`src/rtl/uart_rx.sv`:
```
// uart_rx: asynchronous serial receiver (1 start bit, BITS_PER_WORD data bits
// LSB-first, STOP_BITS stop bits) feeding a one-entry valid/ready output buffer.
// Framing errors and overruns are reported as single-cycle pulses.
module uart_rx #(
  parameter int CLOCKS_PER_PULSE = 5208,
  parameter int BITS_PER_WORD    = 8,
  parameter int STOP_BITS        = 2
) (
  input  logic                     clk,
  input  logic                     rst,
  input  logic                     rx,
  output logic [BITS_PER_WORD-1:0] m_data,
  output logic                     m_valid,
  input  logic                     m_ready,
  output logic                     frame_err,
  output logic                     overrun
);

  localparam int CW = $clog2(CLOCKS_PER_PULSE);
  localparam int BW = $clog2(BITS_PER_WORD + 1);

  localparam logic [CW-1:0] HALF_LAST = CW'(CLOCKS_PER_PULSE / 2 - 1);
  localparam logic [CW-1:0] BIT_LAST  = CW'(CLOCKS_PER_PULSE - 1);
  localparam logic [BW-1:0] DATA_LAST = BW'(BITS_PER_WORD - 1);
  localparam logic [BW-1:0] STOP_LAST = BW'(STOP_BITS - 1);

  typedef enum logic [1:0] {
    ST_IDLE  = 2'd0,
    ST_START = 2'd1,
    ST_DATA  = 2'd2,
    ST_STOP  = 2'd3
  } state_t;

  state_t                   state_r;
  state_t                   state_s;
  logic                     rx_meta_r;
  logic                     rx_s_r;
  logic                     line_high_r;
  logic [CW-1:0]            c_clocks_r;
  logic [BW-1:0]            c_bits_r;
  logic [BITS_PER_WORD-1:0] shift_r;
  logic                     stop_err_r;
  logic                     done_r;
  logic                     done_err_r;

  logic half_tick_s;
  logic bit_tick_s;
  logic last_data_s;
  logic last_stop_s;
  logic start_ok_s;
  logic mid_start_s;
  logic sample_data_s;
  logic sample_stop_s;
  logic frame_end_s;

  assign half_tick_s = (c_clocks_r == HALF_LAST);
  assign bit_tick_s  = (c_clocks_r == BIT_LAST);
  assign last_data_s = (c_bits_r == DATA_LAST);
  assign last_stop_s = (c_bits_r == STOP_LAST);

  // Two-flop synchroniser for the asynchronous rx pin; idles high.
  always_ff @(posedge clk or posedge rst) begin
    if (rst) begin
      rx_meta_r <= 1'b1;
      rx_s_r    <= 1'b1;
    end else begin
      rx_meta_r <= rx;
      rx_s_r    <= rx_meta_r;
    end
  end

  // FSM state register.
  always_ff @(posedge clk or posedge rst) begin
    if (rst) begin
      state_r <= ST_IDLE;
    end else begin
      state_r <= state_s;
    end
  end

  // FSM next-state decode.
  always_comb begin
    state_s = state_r;
    case (state_r)
      ST_IDLE: begin
        if (start_ok_s) state_s = ST_START;
        else            state_s = ST_IDLE;
      end
      ST_START: begin
        if (mid_start_s) state_s = rx_s_r ? ST_IDLE : ST_DATA;
        else             state_s = ST_START;
      end
      ST_DATA: begin
        if (sample_data_s && last_data_s) state_s = ST_STOP;
        else                              state_s = ST_DATA;
      end
      ST_STOP: begin
        if (frame_end_s) state_s = ST_IDLE;
        else             state_s = ST_STOP;
      end
      default: state_s = ST_IDLE;
    endcase
  end

  // FSM output decode: per-state strobes that drive the datapath.
  always_comb begin
    start_ok_s    = 1'b0;
    mid_start_s   = 1'b0;
    sample_data_s = 1'b0;
    sample_stop_s = 1'b0;
    frame_end_s   = 1'b0;
    case (state_r)
      ST_IDLE:  start_ok_s    = !rx_s_r && line_high_r;
      ST_START: mid_start_s   = half_tick_s;
      ST_DATA:  sample_data_s = bit_tick_s;
      ST_STOP: begin
        sample_stop_s = bit_tick_s;
        frame_end_s   = bit_tick_s && last_stop_s;
      end
      default: start_ok_s = 1'b0;
    endcase
  end

  // Bit timing, shift register, stop-bit error latch and the "line seen high"
  // qualifier that makes IDLE wait for a genuine falling edge.
  always_ff @(posedge clk or posedge rst) begin
    if (rst) begin
      c_clocks_r  <= '0;
      c_bits_r    <= '0;
      shift_r     <= '0;
      stop_err_r  <= 1'b0;
      line_high_r <= 1'b0;
      done_r      <= 1'b0;
      done_err_r  <= 1'b0;
    end else begin
      done_r     <= frame_end_s;
      done_err_r <= stop_err_r | ~rx_s_r;
      case (state_r)
        ST_IDLE: begin
          c_clocks_r <= '0;
          c_bits_r   <= '0;
          if (start_ok_s)  line_high_r <= 1'b0;
          else if (rx_s_r) line_high_r <= 1'b1;
          else             line_high_r <= line_high_r;
        end
        ST_START: begin
          if (mid_start_s) begin
            c_clocks_r <= '0;
            c_bits_r   <= '0;
            stop_err_r <= 1'b0;
          end else begin
            c_clocks_r <= c_clocks_r + CW'(1);
          end
        end
        ST_DATA: begin
          if (sample_data_s) begin
            c_clocks_r <= '0;
            shift_r    <= {rx_s_r, shift_r[BITS_PER_WORD-1:1]};
            c_bits_r   <= last_data_s ? BW'(0) : c_bits_r + BW'(1);
          end else begin
            c_clocks_r <= c_clocks_r + CW'(1);
          end
        end
        ST_STOP: begin
          if (sample_stop_s) begin
            c_clocks_r <= '0;
            c_bits_r   <= last_stop_s ? BW'(0) : c_bits_r + BW'(1);
            if (!rx_s_r) stop_err_r <= 1'b1;
            // A high final stop sample lets the next start edge be taken at once.
            if (frame_end_s) line_high_r <= rx_s_r;
          end else begin
            c_clocks_r <= c_clocks_r + CW'(1);
          end
        end
        default: begin
          c_clocks_r <= '0;
          c_bits_r   <= '0;
        end
      endcase
    end
  end

  // One-entry output buffer plus error/overrun pulses; framing error wins.
  always_ff @(posedge clk or posedge rst) begin
    if (rst) begin
      m_data    <= '0;
      m_valid   <= 1'b0;
      frame_err <= 1'b0;
      overrun   <= 1'b0;
    end else begin
      frame_err <= 1'b0;
      overrun   <= 1'b0;
      if (done_r && done_err_r) begin
        frame_err <= 1'b1;
        if (m_valid && m_ready) m_valid <= 1'b0;
      end else if (done_r && m_valid && !m_ready) begin
        overrun <= 1'b1;
      end else if (done_r) begin
        m_data  <= shift_r;
        m_valid <= 1'b1;
      end else if (m_valid && m_ready) begin
        m_valid <= 1'b0;
      end
    end
  end

endmodule

```
`config.mk`:
```
export PLATFORM = sky130hd
export DESIGN_NAME = uart_rx
export DESIGN_NICKNAME = d
export VERILOG_FILES = /design/src/rtl/uart_rx.sv
export SDC_FILE = /design/constraint.sdc
export NUM_CORES = 1
export LEC_CHECK = 0
export CORE_UTILIZATION = 25
export CTS_CLUSTER_DIAMETER = 60
export DETAILED_ROUTE_END_ITERATION = 10
export PLACE_DENSITY_LB_ADDON = 0.15
export SYNTH_ARGS = -nofsm -noshare
export SYNTH_HDL_FRONTEND = slang
export SYNTH_SLANG_ARGS = --single-unit
```
`constraint.sdc`:
```
create_clock -name clk -period 2.5 [get_ports clk]
set_input_delay 0.5 -clock clk [delete_from_list [all_inputs] [get_ports clk]]
set_output_delay 0.5 -clock clk [all_outputs]
set_load 0.05 [all_outputs]
```
==> summary.md, run 1 <==
| Metric | Value |
|---|---|
| Outcome | finished clean |
| Avg Cell Area, Syn | ~12 µm² |
| Fmax | 439 MHz |
| Dpl ws | 0.249 ns |
| Clock slew at reported path FFs | about 0.09 ns |
| Setup crit start kind | flop |
| Fin crit period | 2.28 ns |
| Sequential area share after synthesis | 54.1% |
| Vias/cell | roughly 4.6 |
| Sink of the worst hold path | rx_s_r |
| Vias | 1359 |
| Cts bufs inserted | 5 |
| CTS tree | built |
| Post-synth top cells | dfrtp_1, nor2_1, mux2_2 |
| Bufs on Longest Clock Path | 2 |
| Final-report hold violation count | 0 |
| Cell Rows | 32 |
| I/O pin count | 15 |
| Tot Pwr | 1620 µW |
| CTS Hold Bufs | 0 |
| Slew HR | between 60% and 70% |
| TNS Setup | 0 ns |
| Worst slew pin tran | 0.584 ns |
| Max-cap viol count | 0 |
| Share of the synthesized area in the top cell type | 51.5% |
| FF-to-FF Start | c_clocks_r[0] |
| Total grt overflow | 0 |
| R2r endpoint | c_bits_r[3] |
| Pwr Density | about 670 mW/mm² |
| Fillers | 799 |
| Placed cell areas | 0.00230 mm² |
| Skew final | 0.00348 ns |
| Pleak | 0.00108 µW |
| Worst-path fanout max | 8 |
| Finished Cell Area | 0.00242 mm² |
| Final WL | roughly 3.8 mm |
| CP required | ~2.7 ns |
| Nets@finish | 200 |
| Synth Instances | 175 |
| Layout cell share with drive strength beyond 1 | 18.6% |
| Worst-Skew Late Latency | 0.30 ns |
| Yosys reg bits | 44 |
| Initial Util | 26.1% |
| Share of synthesized registers carrying an async set or reset | 100% |
| Net Count, Synth | around 180 |
| CTS root buf | clkbuf_8 |
| Worst VDD drop | about 0.37 mV |
| Top cells by area, synth | dfrtp_1, mux2_2, nor2_1 |
| DR iter-0 viols | 20 |
| DRC | 0 |
| GRT Util Overall | 9.84% |
| R2R setup slack | 0.22 ns |
| Synth unique cells | 44 |
| YS warnings | 0 |
| Sink Count | 44 |
| Count leader, synth | dfrtp_1 |
| Htree depth | 2 |
| Post-CTS setup buffer count | 0 |
| Die area | 0.00852 mm² |
| Core box area | 0.00781 mm² |
| Die Wd | slightly above 90 µm |
| DP Wirelength | 2.57 mm |
| CP arrival | 2.47 ns |
| Fin crit share | 91.1% |
| Die Y | between 90 and 100 µm |
| Main synth FF type | dfrtp_1 |
| Worst reg2reg path depth | 5 |
| Hold path start | rx_meta_r |
| CP max stage cell | or4_4 |
| Worst-path cell chain | ha_1, or3b_4, or4_4, o211a_1, a221o_1 |
| GPL Wtd Cong | approximately 0.80 |
| Vias in the first global route | 1374 |
| Maximum number of pins on one net before global-route repair | 45 |
| Number of flops mapped to enable cells by yosys | 0 |
| Crit Path Category | flop to flop |
| WL/cell | 12.8 µm |
| TritonRoute pass-1 iters | 4 |
| Ant. Diodes | 0 |
| Final setup margin | roughly 0.22 ns |
| Port Buf Inserts | 14 |
| RSZ-0062 raised after global routing | false |
| Final Slew Violations | 0 |
| First-pass GRT wire length | 6.56 mm |
| Initial antenna violation count | 0 |
| Mapped Area | between 0.002 and 0.0025 mm² |
| Worst path max stage delay | 0.59 ns |
| Final setup fails | 0 |
| Sequential Area | between 0.001 and 0.0015 mm² |
| ANT nets after route | 0 |
| Critical path buffers and inverters | 0 |
| Worst Hold Depth | 0 |
| Min-Delay Path Class | flop to flop |
| CTS resizes | 0 |
| Multi-input logic area | 880 µm² |
| Critical Path Start | c_clocks_r[0] |
| Kind of cell adding the most delay to the critical path | simple AND/OR/NAND/NOR gates |
| Fin util | 31.0% |
| Crit end category | flop |
| Dominant cell type by area after synthesis | dfrtp_1 |
| Synth-to-Final Area Change | 18.7% |
[report_power, final]
group          internal (µW)  switching (µW)  leakage (µW)  total (µW)
Combinational            104             116      0.000425         220
Clock                    301             258     0.0000583         559
Sequential               765            71.9      0.000594         837
Total                   1170             446       0.00108        1620
[sequential cells by signal, indices dropped and copies added (netlist names)]
| name | flops |
|---|---|
| stop_err_r | 1 |
| line_high_r | 1 |
| done_err_r | 1 |
| frame_err | 1 |
| m_data | 8 |
| rx_meta_r | 1 |
| c_clocks_r | 13 |
| state_r | 2 |
| m_valid | 1 |
| done_r | 1 |
| shift_r | 8 |
| overrun | 1 |
| c_bits_r | 4 |
| rx_s_r | 1 |
[worst register-to-register path, stage by stage (launching register included)]
cell and delay [ns]:
dfrtp_1 0.41, ha_1 0.25, or3b_4 0.43, or4_4 0.59, o211a_1 0.25, a221o_1 0.25
[kinds of logic after synthesis]
family / Yosys count / synth area share [%]
AND/OR/NAND/NOR: 72 / 21.2
flip-flops: 44 / 54.1
AO/OA/AOI/OAI: 17 / 6.44
multiplexers: 17 / 9.33
buffers and inverters: 12 / 2.76
XOR/XNOR: 10 / 4.29
adder cells (fa/ha/maj): 3 / 1.84
[layout by cell type (no fill, tap or decap), types with 3 or more instances in the layout]
master,instances
a31oi_1,3
and2_1,3
and3_1,3
buf_4,5
clkbuf_8,5
clkdlybuf4s50_1,14
dfrtp_1,42
ha_1,3
inv_1,4
mux2_2,16
nand2_1,8
nand2b_1,4
nand3_1,11
nor2_1,18
nor2b_1,3
nor3b_1,4
nor4bb_1,3
xnor2_1,5
xor2_1,5
[layout make-up]
class                           count  share of cell area, %
Clock buffer                        5                   2.84
Clock inverter                      3                   1.96
Inverter                            4                  0.620
Multi-Input combinational cell    119                   36.3
Sequential cell                    44                   45.6
Tap cell                          102                   5.27
Timing Repair Buffer               19                   7.34
[worst max-delay path by stage]
stage,depth (start not counted),end,slack [ns]
floorplan,6,c_bits_r[3],0.30
global placement,5,c_bits_r[3],0.30
detailed placement,5,c_bits_r[3],0.25
CTS,5,c_bits_r[3],0.24
global route,6,c_clocks_r[5],0.15
finish,5,c_bits_r[3],0.22
[metal layers]
| layer | global-route usage, % | vias up | wire [µm] |
|---|---|---|---|
| li1 | - | 660 | - |
| met1 | 11.8 | 666 | 1750 |
| met2 | 16.4 | 24 | 1840 |
| met3 | 2.46 | 9 | 110 |
| met4 | 4.95 | 0 | 85 |
| met5 | 0 | - | 0 |
[through the flow]
stage / cells / hold slack, ns
after CTS: 296 / 0.366
final: 296 / 0.363
after detailed placement: 288 / 0.353
after global placement: 288 / 0.351
after floorplan: 175 / 0.345
after global routing: 296 / 0.362
Power figures use the tool's default switching activity.
==> run 2: changes to the inputs <==
CORE_MARGIN = 2   (was not set)
==> summary.md, run 2 (same netlist as run 1, synthesis figures left out) <==
| Metric | Value |
|---|---|
| Outcome | finished clean |
| Port Buf Inserts | 14 (unchanged) |
| Maximum number of pins on one net before global-route repair | 45 (unchanged) |
| Final WL | 3.74 mm (-1.2%) |
| Net Sw Frac | 27.5% (-0.13 points) |
| Post-CTS setup buffer count | 0 (unchanged) |
| Skew final | 0.00399 ns (+0.000509 ns) |
| Initial antenna violation count | 0 (unchanged) |
| Layout cell share with drive strength beyond 1 | 18.6% (unchanged) |
| Largest reg by FF count | c_clocks_r |
| RSZ-0062 raised after global routing | false |
| Total grt overflow | 0 (unchanged) |
| Slew HR | 61.8% (+1.2 points) |
| Critical Path Start | c_clocks_r[0] |
| Final-report hold violation count | 0 (unchanged) |
| CTS Hold Bufs | 0 (unchanged) |
| GPL Wtd Cong | 0.751 (-5.7%) |
| Vias in the first global route | 1424 (+3.6%) |
| Cell Rows | 32 (unchanged) |
| Commonest non-fill, non-tap cell in the layout | dfrtp_1 |
| DR iter-0 viols | 49 (+150%) |
| Pleak | 0.00107 µW (-0.33%) |
| Placed cell areas | 0.00230 mm² (unchanged) |
| WL/cell | 12.6 µm (-1.2%) |
| CP required | 2.69 ns (about the same) |
| Logic gate share of total power | 13.8% (+0.2 points) |
| R2r endpoint | c_bits_r[3] |
| CTS root buf | clkbuf_8 |
| Reg power frac | 51.9% (about the same) |
| Multi-input logic area | 880 µm² (unchanged) |
| First-pass GRT wire length | 6.76 mm (+3.1%) |
| Worst slew pin tran | 0.566 ns (-0.0181 ns) |
| DRC | 0 (unchanged) |
| GRT Util Overall | 9.70% (-0.14 points) |
| Largest regs | c_clocks_r: 13 flops, m_data: 8 flops, shift_r: 8 flops |
| Crit Path Category | flop to flop |
| Cts bufs inserted | 5 (unchanged) |
| ANT nets after route | 0 (unchanged) |
| DP Wirelength | 2.67 mm (+3.7%) |
| Most frequent cells in the layout | dfrtp_1, nor2_1, mux2_2, clkdlybuf4s50_1, nand3_1 |
| Die area | 0.00890 mm² (+4.4%) |
| CTS tree | built |
| R2R setup slack | 0.26 ns (+0.03 ns) |
| TritonRoute pass-1 iters | 4 (unchanged) |
| Number of flip-flops in the largest register | 13 (unchanged) |
| Max-cap viol count | 0 (unchanged) |
| Int Pwr | 1170 µW (about the same) |
| Bufs on Longest Clock Path | 2 (unchanged) |
| Sequential Area | 0.00110 mm² (unchanged) |
| Crit end category | flop |
| Final setup fails | 0 (unchanged) |
| Initial Util | 26.1% (unchanged) |
| FF-to-FF Start | c_clocks_r[0] |
| Finished Cell Area | 0.00242 mm² (about the same) |
| Worst VDD drop | 0.416 mV (+12%) |
| Ant. Diodes | 0 (unchanged) |
| I/O pin count | 15 (unchanged) |
| Clock Power Share | 34.4% (-0.2 points) |
| Worst-Skew Late Latency | 0.30 ns (about the same) |
| Fin crit share | 89.8% (-1.3 points) |
| Sink Count | 44 (unchanged) |
| CTS resizes | 0 (unchanged) |
| Pwr Density | 666 mW/mm² (-0.22%) |
| Core box area | 0.00781 mm² (unchanged) |
| Die Y | 94.3 µm (+2.2%) |
| Final Slew Violations | 0 (unchanged) |
| Fin crit period | 2.24 ns (-0.0329 ns) |
| Clock slew at reported path FFs | 0.09 ns (about the same) |
| Min-Delay Path Class | flop to flop |
| Vias/cell | 4.54 (-1.2%) |
| Die Wd | 94.3 µm (+2.2%) |
| Critical path capture point | c_bits_r[3] |
| Vias | 1343 (-1.2%) |
| Worst reg2reg path depth | 5 (unchanged) |
| Setup crit start kind | flop |
| Htree depth | 2 (unchanged) |
| TNS Setup | 0 ns (unchanged) |
| Fmax | 446 MHz (+1.5%) |
| Synth-to-Final Area Change | 18.6% (about the same) |
| Nets@finish | 200 (unchanged) |
| Fillers | 801 (+0.25%) |
| CP arrival | 2.43 ns (-0.04 ns) |
| Worst-path fanout max | 8 (unchanged) |
| NetSw | 442 µW (-0.75%) |
==> run 2: changes by cell type in the layout (fill, tap and decap cells not counted), sizes merged <==
cell / previous run / this run
clkinvlp: 0 / 1
clkinv: 2 / 0
inv: 4 / 5
==> run 2: through the flow <==
step                      hold WS (ns)  power, µW  setup WS (ns)  utilization, %  cells
after floorplan                  0.345       1010          0.298               -    175
after global placement           0.351       1060          0.301            29.5    288
after detailed placement         0.350       1070          0.274            29.5    288
after CTS                        0.363       1640          0.259            31.0    296
after global routing             0.374       1730          0.166            31.0    296
final                            0.361       1610          0.256            31.0    296
==> run 2: layer usage <==
layer | up-vias | share of wire [%] | global-route usage (%)
met5 | - | 0 | 0
met4 | 0 | 1.4 | 3.99
met3 | 6 | 3.7 | 2.49
met2 | 17 | 50 | 16.9
met1 | 663 | 45 | 11.3
li1 | 657 | - | -
==> run 2: layout make-up <==
class / instances / share of cell area, %
sequential: 44 / 45.6
multi-input combinational: 119 / 36.4
timing repair buffer: 19 / 7.35
tap: 102 / 5.28
clock buffer: 5 / 2.85
clock inverter: 3 / 1.91
inverter: 4 / 0.621
==> run 2: worst max-delay path, stage by stage (launching register included) <==
cell	delay, ns
dfrtp_1	0.39
ha_1	0.23
or3b_4	0.43
or4_4	0.59
o211a_1	0.24
a221o_1	0.25
==> run 2: worst min path at each step <==
stage	startpoint	to	cells after the start
after floorplan	rx_meta_r	rx_s_r	0
after global placement	rx_meta_r	rx_s_r	0
after detailed placement	rx_meta_r	rx_s_r	0
after CTS	rx_meta_r	rx_s_r	0
after global routing	rx_meta_r	rx_s_r	0
final	rx_meta_r	rx_s_r	0
==> run 2: power by group through the flow <==
| stage | Clock, µW | Combinational, µW | Sequential (µW) |
|---|---|---|---|
| after floorplan | 0 | 203 | 811 |
| after global placement | 0 | 220 | 844 |
| after detailed placement | 0 | 226 | 848 |
| after CTS | 580 | 226 | 835 |
| after global routing | 623 | 257 | 847 |
| final | 554 | 222 | 836 |
==> run 3: changes to the inputs <==
CELL_PAD_IN_SITES_DETAIL_PLACEMENT = 0   (was not set)
CELL_PAD_IN_SITES_GLOBAL_PLACEMENT = 2   (was not set)
HOLD_SLACK_MARGIN = 0.06   (was not set)
==> summary.md, run 3 (same netlist as run 1, synthesis figures left out) <==
| Metric | Value |
|---|---|
| Outcome | finished clean |
| Vias | 1372 (+2.2%) |
| Worst slew pin tran | 0.565 ns (-0.000732 ns) |
| Met1 usage | 11.4% (+0.027 points) |
| GRT Max-Usage Layer | met2 |
| GRT Util Overall | 9.73% (+0.027 points) |
| Layout cell share with drive strength beyond 1 | 18.6% (unchanged) |
| Met3 GRT Util | 2.97% (+0.48 points) |
| Setup crit start kind | flop |
| Worst Hold Depth | 0 (unchanged) |
| Pleak | 0.00107 µW (unchanged) |
| CP max stage cell | or4_4 |
| Worst reg2reg path depth | 5 (unchanged) |
| Die area | 0.00890 mm² (unchanged) |
| CTS resizes | 0 (unchanged) |
| Grt met2 use | 16.5% (-0.36 points) |
| Final setup fails | 0 (unchanged) |
| Skew final | 0.00446 ns (+0.000469 ns) |
| Largest regs | c_clocks_r: 13 flops, m_data: 8 flops, shift_r: 8 flops |
| Fmax | 444 MHz (-0.29%) |
| Core box area | 0.00781 mm² (unchanged) |
| Pwr Density | 671 mW/mm² (+0.68%) |
| Worst-path cell chain | ha_1, or3b_4, or4_4, o211a_1, a221o_1 |
| DR iter-0 viols | 11 (-78%) |
| Largest reg by FF count | c_clocks_r |
| Worst-Skew Late Latency | 0.30 ns (about the same) |
| Final Slew Violations | 0 (unchanged) |
| Crit end category | flop |
| Commonest non-fill, non-tap cell in the layout | dfrtp_1 |
| Crit Path Category | flop to flop |
| Slew HR | 61.8% (about the same) |
| Bufs on Longest Clock Path | 2 (unchanged) |
| Port Buf Inserts | 14 (unchanged) |
| Cell Rows | 32 (unchanged) |
| DP Wirelength | 2.74 mm (+2.6%) |
| Clock slew at reported path FFs | 0.09 ns (about the same) |
| Ant. Diodes | 0 (unchanged) |
| CP arrival | 2.44 ns (about the same) |
| Worst-path fanout max | 8 (unchanged) |
| Initial Util | 26.1% (unchanged) |
| Max-cap viol count | 0 (unchanged) |
| Maximum number of pins on one net before global-route repair | 45 (unchanged) |
| I/O pin count | 15 (unchanged) |
| TNS Setup | 0 ns (unchanged) |
| CTS tree | built |
| Cts bufs inserted | 5 (unchanged) |
| Fin util | 31.0% (unchanged) |
| Most frequent cells in the layout | dfrtp_1, nor2_1, mux2_2, clkdlybuf4s50_1, nand3_1 |
| Post-CTS setup buffer count | 0 (unchanged) |
| Htree depth | 2 (unchanged) |
| Worst VDD drop | 0.325 mV (-22%) |
| CTS Hold Bufs | 0 (unchanged) |
| RSZ-0062 raised after global routing | false |
| Final-report hold violation count | 0 (unchanged) |
| Min-Delay Path Class | flop to flop |
| Sink Count | 44 (unchanged) |
| CTS root buf | clkbuf_8 |
| DRC | 0 (unchanged) |
| Fin crit period | 2.25 ns (+0.00660 ns) |
| Synth-to-Final Area Change | 18.6% (unchanged) |
| Worst path max stage delay | 0.59 ns (about the same) |
| TritonRoute pass-1 iters | 4 (unchanged) |
| Final WL | 3.88 mm (+3.8%) |
| Number of flip-flops in the largest register | 13 (unchanged) |
| Vias/cell | 4.64 (+2.2%) |
| GPL Wtd Cong | 0.778 (+3.6%) |
| Die Y | 94.3 µm (unchanged) |
| Nets@finish | 200 (unchanged) |
| First-pass GRT wire length | 6.66 mm (-1.5%) |
| Total grt overflow | 0 (unchanged) |
| Vias in the first global route | 1404 (-1.4%) |
| Fin crit share | 90.0% (+0.26 points) |
| ANT nets after route | 0 (unchanged) |
| WL/cell | 13.1 µm (+3.8%) |
| Initial antenna violation count | 0 (unchanged) |
| CP required | 2.69 ns (about the same) |
| Die Wd | 94.3 µm (unchanged) |
run 3: power by group:
| part | switching (µW) | internal (µW) |
|---|---|---|
| Clock | 261 | 301 |
| Sequential | 70.7 | 765 |
| Combinational | 120 | 104 |
run 3: path summary, 6_finish.rpt:
kind | slack, ns | from | end
worst max-delay path | 0.25 | c_clocks_r[0] | c_bits_r[3]
worst max register to register | 0.25 | c_clocks_r[0] | c_bits_r[3]
max in group asynchronous | 1.47 | rst | c_bits_r[0]
min in group asynchronous | 0.65 | rst | c_clocks_r[12]
worst min-delay path | 0.36 | rx_meta_r | rx_s_r
worst min register to register | 0.36 | rx_meta_r | rx_s_r
run 3: final cells by class:
cell class	instances	area (µm²)
fillers	812	5390
well taps	102	128
inverters	4	15.0
multi-input cells	119	880
flip-flops and latches	44	1100
clock buffers	5	68.8
clock inverters	3	46.3
repair buffers	19	178
run 3: metrics by stage:
step | hold WS, ns | worst slack, ns | cells | area [µm²] | power, µW
after floorplan | 0.345 | 0.298 | 175 | 2040 | 1010
after global placement | 0.348 | 0.294 | 288 | 2300 | 1070
after detailed placement | 0.347 | 0.257 | 288 | 2300 | 1080
after CTS | 0.362 | 0.242 | 296 | 2420 | 1660
after global routing | 0.363 | 0.183 | 296 | 2420 | 1720
final | 0.359 | 0.250 | 296 | 2420 | 1620
run 3: routing by layer:
layer / routed length, µm / vias up / share of wire, %
li1: - / 659 / -
met1: 1760 / 685 / 45
met4: 61 / 0 / 1.6
met5: 0 / - / 0
met3: 138 / 6 / 3.6
met2: 1930 / 22 / 50
run 3: critical path: cells and delay by family, from the launching register on:
family          cells  cell delay [ns]
flops               1             0.39
fa+ha+maj           1             0.23
compound gates      2             0.50
simple gates        2             1.01
